`src/rtl/add_sum_acc_pkg.sv`:
```
// Shared types and sizing helpers for the sum accumulator.
// Optional averaging output is enabled by defining ADD_SUM_ACC_AVG_EN.
package add_sum_acc_pkg;

    typedef enum logic [1:0] {
        IDLE  = 2'd0,
        ACCUM = 2'd1,
        HOLD  = 2'd2
    } state_t;

    localparam int unsigned SUM_W_DEF = 5;
    localparam int unsigned CNT_DEF   = 8;

    // Ceiling log2 for sizing parameters at elaboration time.
    function automatic int unsigned f_clog2(input int unsigned v);
        int unsigned r;
        r = 0;
        for (int unsigned i = 0; i < 32; i++) begin
            if ((64'(1) << i) < 64'(v)) begin
                r = i + 1;
            end
        end
        return r;
    endfunction

    localparam int unsigned ACC_W_DEF = SUM_W_DEF + f_clog2(CNT_DEF);
    localparam int unsigned CNT_W_DEF = f_clog2(CNT_DEF + 1);

endpackage

```
`src/rtl/add_sum_acc.sv`:
```
// Accumulates a frame of CNT adder sums (or a flushed partial frame) and presents total + count.
// Define ADD_SUM_ACC_AVG_EN to add the rounded-average output out_avg.
module add_sum_acc
    import add_sum_acc_pkg::*;
#(
    parameter int unsigned SUM_W = SUM_W_DEF,
    parameter int unsigned CNT   = CNT_DEF,
    parameter int unsigned ACC_W = SUM_W + f_clog2(CNT),
    parameter int unsigned CNT_W = f_clog2(CNT + 1)
) (
    input  logic             clk,
    input  logic             rst,
    input  logic             in_valid,
    output logic             in_ready,
    input  logic [SUM_W-1:0] in_sum,
    input  logic             flush,
    output logic             out_valid,
    input  logic             out_ready,
    output logic [ACC_W-1:0] out_acc,
`ifdef ADD_SUM_ACC_AVG_EN
    output logic [SUM_W-1:0] out_avg,
`endif
    output logic [CNT_W-1:0] out_cnt
);

    state_t           r_state;
    state_t           w_state_nxt;
    logic [ACC_W-1:0] r_acc;
    logic [CNT_W-1:0] r_cnt;
    logic             r_out_valid;
    logic [ACC_W-1:0] r_out_acc;
    logic [CNT_W-1:0] r_out_cnt;

    logic             w_accept;
    logic             w_last;
    logic [ACC_W-1:0] w_acc_sum;
    logic [CNT_W-1:0] w_cnt_inc;
    logic [ACC_W-1:0] w_frame_acc;
    logic [CNT_W-1:0] w_frame_cnt;
    logic             w_enter_hold;

    assign in_ready  = (r_state != HOLD);
    assign w_accept  = in_valid && in_ready;
    assign w_acc_sum = r_acc + ACC_W'(in_sum);
    assign w_cnt_inc = r_cnt + CNT_W'(1);
    assign w_last    = (w_cnt_inc == CNT_W'(CNT));

    // Frame result includes a sum accepted on the closing edge.
    assign w_frame_acc  = w_accept ? w_acc_sum : r_acc;
    assign w_frame_cnt  = w_accept ? w_cnt_inc : r_cnt;
    assign w_enter_hold = (r_state != HOLD) && (w_state_nxt == HOLD);

    always_ff @(posedge clk or posedge rst) begin
        if (rst) begin
            r_state <= IDLE;
        end else begin
            r_state <= w_state_nxt;
        end
    end

    always_comb begin
        w_state_nxt = r_state;
        case (r_state)
            IDLE: begin
                // A lone flush with nothing accumulated is ignored.
                if (w_accept) begin
                    w_state_nxt = (flush || w_last) ? HOLD : ACCUM;
                end
            end
            ACCUM: begin
                if ((w_accept && w_last) || flush) begin
                    w_state_nxt = HOLD;
                end
            end
            HOLD: begin
                if (out_ready) begin
                    w_state_nxt = IDLE;
                end
            end
            default: w_state_nxt = IDLE;
        endcase
    end

    always_ff @(posedge clk or posedge rst) begin
        if (rst) begin
            r_acc       <= '0;
            r_cnt       <= '0;
            r_out_valid <= 1'b0;
            r_out_acc   <= '0;
            r_out_cnt   <= '0;
        end else begin
            if (r_state == HOLD) begin
                if (out_ready) begin
                    r_acc <= '0;
                    r_cnt <= '0;
                end
            end else if (w_accept) begin
                r_acc <= w_acc_sum;
                r_cnt <= w_cnt_inc;
            end
            if (w_enter_hold) begin
                r_out_acc <= w_frame_acc;
                r_out_cnt <= w_frame_cnt;
            end
            r_out_valid <= (w_state_nxt == HOLD);
        end
    end

    assign out_valid = r_out_valid;
    assign out_acc   = r_out_acc;
    assign out_cnt   = r_out_cnt;

`ifdef ADD_SUM_ACC_AVG_EN
    logic [SUM_W-1:0] r_out_avg;
    logic [ACC_W-1:0] w_avg_full;

    // Round-half-up divide by CNT; cannot overflow ACC_W since the max total is below CNT*2^SUM_W - CNT/2.
    assign w_avg_full = (w_frame_acc + ACC_W'(CNT / 2)) >> f_clog2(CNT);

    always_ff @(posedge clk or posedge rst) begin
        if (rst) begin
            r_out_avg <= '0;
        end else if (w_enter_hold) begin
            r_out_avg <= SUM_W'(w_avg_full);
        end
    end

    assign out_avg = r_out_avg;
`endif

endmodule

```
`config.mk`:
```
export PLATFORM = sky130hd
export DESIGN_NAME = add_sum_acc
export DESIGN_NICKNAME = d
export VERILOG_FILES = /design/src/rtl/add_sum_acc_pkg.sv /design/src/rtl/add_sum_acc.sv
export SDC_FILE = /design/constraint.sdc
export NUM_CORES = 1
export LEC_CHECK = 0
export ABC_AREA = 1
export BUFFER_PORTS_ARGS = -buffer_cell sky130_fd_sc_hd__buf_2
export CAP_MARGIN = 10
export CORE_UTILIZATION = 50
export DETAILED_ROUTE_END_ITERATION = 10
export GPL_TIMING_DRIVEN = 0
export PLACE_DENSITY = 0.74
export SKIP_CTS_REPAIR_TIMING = 1
export SLEW_MARGIN = 20
export SYNTH_ARGS = -nofsm -noshare
export SYNTH_HDL_FRONTEND = slang
export SYNTH_SLANG_ARGS = --single-unit
```
`constraint.sdc`:
```
create_clock -name clk -period 1.75 [get_ports clk]
set_input_delay 0.4375 -clock clk [delete_from_list [all_inputs] [get_ports clk]]
set_output_delay 0.4375 -clock clk [all_outputs]
set_load 0.1 [all_outputs]
```
* Yosys cells after proc, flatten, opt, wreduce, memory -nomap -nowiden *
Index checks and enable logic that the tools add are counted.

storage, ports and cells
  register bits after elaboration = 27
  bits of input ports = 10
  output and inout bits = 14
  logic and storage cells = 31

operators by class
  add/sub/neg operators = 2
  equal/unequal tests = 6
  muxes and demuxes = 11
  reductions and logical operators = 6

operators by type and width
  cell                 count
  $mux 8               3
  $mux 4               3
  $add 8x5->8          1
  $mux 2               4
  $pmux 2 s3           1
  $add 4x1->4 const B  1
  $eq 2x2->1 const B   2
  $eq 4x4->1 const B   1
  $ne 2x2->1 const B   2
  $logic_and 1x1->1    3
  $eq 2x1->1 const B   1
  $logic_not 2->1      1
  $logic_or 1x1->1     2

* Depth between registers and ports, before layout *
  word-level depth = 8
  mapped depth = 13
  depth with buffers taken out = 12

* Worst setup path after synthesis *
No wires, ideal clock.

  path kind = input -> register
  from = in in_sum[0]
  to = reg r_out_acc[6] (netlist: out_acc[6])
  setup time = 122 ps
  data arrival time = 1614 ps
  required time = 1628 ps
  path slack = 13 ps
  stages on the path = 10
  path buffers = 0
  path through = ha_1 > fa_1 > nand3_1 > nand2_1 > a21oi_1 > nor2_1 > nand2_1 > nand2_1 > nand3_1 > nand2_1

on the way
  cells in the longest elaborated chain, start to end = 2

RTL lines
  item                  line                text
  from (decl)           add_sum_acc.sv:15   input logic [SUM_W-1:0] in_sum,
  $add 8x5->8           add_sum_acc.sv:44   assign w_acc_sum = r_acc + ACC_W'(in_sum);
  $mux 8                -
  to (signal assigned)  add_sum_acc.sv:102  r_out_acc <= w_frame_acc;
  to (decl)             add_sum_acc.sv:31   logic [ACC_W-1:0] r_out_acc;

No other way between the ends.
A chain may end at the register's enable or synchronous reset.

* Worst setup path after layout *
  from = reg r_state[1]
  to = out in_ready

on the way
  cells in the longest elaborated chain, start to end = 1

RTL lines
  item                    line               text
  from (decl)             add_sum_acc.sv:26  state_t r_state;
  from (signal assigned)  add_sum_acc.sv:57  r_state <= w_state_nxt;
  $ne 2x2->1              add_sum_acc.sv:42  assign in_ready = (r_state != HOLD);
  to (decl)               add_sum_acc.sv:14  output logic in_ready,

No other way between the ends.

==> flow_metrics.env <==
export IMPL_dpl_cell_area_um2=1710
export IMPL_numCtsBuffers=3
export IMPL_crit_fanout=5
export IMPL_ys_ff_latch=27
export IMPL_drtAntennaViolNets=0
export IMPL_cp_arrival_ns=1.45
export IMPL_grtUsageMet3_pct=3.13
export IMPL_ioPinCount=24
export IMPL_synthCells=197
export IMPL_h_tree_depth=1
export IMPL_setup_tns_ns=-0.852
export IMPL_final_hold_violation_count=0
export IMPL_die_y_um=57.7
export IMPL_busiest_layer="met2"
export IMPL_finalCriticalPeriod_ns=1.89
export IMPL_synthesis_area_um2=1550
export IMPL_cp_start_kind="register"
export IMPL_drc=3
export IMPL_wl_per_cell_um=14.2
export IMPL_rsz0062_at_grt="yes"
export IMPL_dieArea_um2=3330
export IMPL_groute_usage_overall_pct=20.5
export IMPL_start_util_pct=54.4
export IMPL_reg2reg_slack_ns=-0.08
export IMPL_fmax_mhz=530
export IMPL_crit_path_end_kind="output pin"
export IMPL_yosysWarningCount=0
export IMPL_setup_violations=15
export IMPL_grt_max_degree=28
export IMPL_syn_num_nets=215
export IMPL_slew_viol_final=0
export IMPL_grt_antenna_before_repair=0
export IMPL_grt_pass1_wl_mm=5.28
export IMPL_cts_tree="done"
export IMPL_routed_wl_mm=3.93
export IMPL_finClkSkew_ns=0.0103
export IMPL_clk_pin_slew_ns=0.16
export IMPL_fin_nets=265
export IMPL_place_hpwl_mm=2.27
export IMPL_violations="DRC, setup timing"
export IMPL_fin_crit_sh_pct=108
export IMPL_drive_above_1_share_pct=42.3
export IMPL_avgSynthCellArea_um2=7.88
export IMPL_post_synth_num_cell_types=23
export IMPL_core_area_um2=2850
export IMPL_final_area_um2=2140
export IMPL_required_ns=1.31
export IMPL_fp_dieW_um=57.7
export IMPL_grt_pass1_vias=1270
export IMPL_gr_usage_met1_pct=26.3
export IMPL_seq_area_frac_synth_pct=43.5
export IMPL_crit_type="register to output pin"
export IMPL_via_count=1494
export IMPL_viasPerCell=5.39
export IMPL_grt_use_met2_pct=35.9
export IMPL_min_path_type="input port to async pin"
export IMPL_first_iter_violations=66
export IMPL_maxCapViolCount=0
export IMPL_fin_ws_ns=-0.136
export IMPL_fp_row_count=19
export IMPL_clock_latency_ns=0.33
export IMPL_io_buffers=23
export IMPL_cts_root_buffer="clkbuf_4"
export IMPL_cts_sinks=27
export IMPL_area_delta_synth_final_pct=38.0
export IMPL_status="complete, but fails checks"
export IMPL_worst_pin_slew_ns=0.563
export IMPL_drt_pass1_iterations=7
export IMPL_slew_headroom_pct=62.4
export IMPL_insertedDiodeCount=0
export IMPL_place_gp_congestion=0.828
export IMPL_gr_total_overflow=0
export IMPL_cts_path_max_buffers=2
final cells by class:
class | count | area, µm²
Clock buffer | 3 | 22.5
Fill cell | 197 | 712
Buffer | 6 | 53.8
Timing Repair Buffer | 45 | 318
Inverter | 24 | 92.6
Multi-Input combinational cell | 140 | 931
Tap cell | 31 | 38.8
Sequential cell | 27 | 679
Clock inverter | 1 | 5.00
metal layers:
layer | part of all wire (%) | wire length (µm) | vias to the layer above
met5 | 0 | 0 | -
met4 | 1.8 | 70 | 0
met3 | 5.7 | 224 | 10
met1 | 44 | 1730 | 692
li1 | - | - | 738
met2 | 49 | 1910 | 54
state kept, by name (all words and copies together) (netlist names):
| signal | flops |
|---|---|
| out_acc | 8 |
| r_acc | 8 |
| out_cnt | 4 |
| r_cnt | 4 |
| r_state | 2 |
| out_valid | 1 |
kinds of logic after synthesis:
group | share of synthesized area (%)
buffers and inverters | 8.47
DFF | 43.5
AOI/OAI and AO/OA | 8.23
adders and majority gates | 6.94
xor gates and xnor gates | 2.26
and+or+nand+nor | 30.6
per-stage QoR:
step	hold slack, ns	worst slack (ns)	cells	util, %
finish	0.129	-0.136	277	75.0
global route	0.186	-0.184	277	75.0
CTS	0.372	-0.416	255	60.7
detailed placement	0.454	-0.288	251	59.8
global placement	0.449	-0.278	251	59.8
floorplan	0.490	0.0135	197	-
synthesized netlist by cell type, drive strengths merged:
| master | instances | area, µm² |
|---|---|---|
| ha | 7 | 87.6 |
| xnor2 | 2 | 17.5 |
| nand3 | 26 | 145 |
| inv | 24 | 90.1 |
| xor2 | 2 | 17.5 |
| fa | 1 | 20.0 |
| buf | 6 | 41.3 |
| o21ai | 20 | 100 |
| nor3 | 1 | 5.00 |
| nor2 | 6 | 46.3 |
| nand4 | 3 | 18.8 |
| or2 | 1 | 8.76 |
| o22ai | 2 | 12.5 |
| dfrtp | 27 | 676 |
| nand2 | 66 | 250 |
| a21oi | 3 | 15.0 |
cell usage in the layout (no fill, tap or decap), drive strengths merged, types with 2 or more instances in the layout:
master / synthesis / final
nor2: 6 / 6
nand3: 26 / 26
dfrtp: 27 / 27
a21oi: 3 / 3
xor2: 2 / 2
nand2: 66 / 66
inv: 24 / 24
ha: 7 / 7
clkbuf: 0 / 4
buf: 6 / 50
xnor2: 2 / 2
o21ai: 20 / 20
nand4: 3 / 3
o22ai: 2 / 2
path summary, 6_finish.rpt:
check                              to  cells past startpoint  startpoint
min                        out_acc[7]                      2         rst
max in group asynchronous  r_state[0]                      2         rst
max reg2reg                out_acc[7]                     10  r_state[1]
min reg2reg                out_acc[2]                      2  out_acc[2]
max                          in_ready                      5  r_state[1]
min in group clk           r_state[0]                      4       flush
critical path, cell delays in order (launching register included):
cell	delay [ns]
dfrtp_1	0.43
inv_2	0.08
nor2_4	0.24
inv_4	0.08
buf_8	0.13
buf_12	0.15
Power is not shown: default switching activity piles up to over one toggle a cycle in this logic, so the estimate is an artifact.
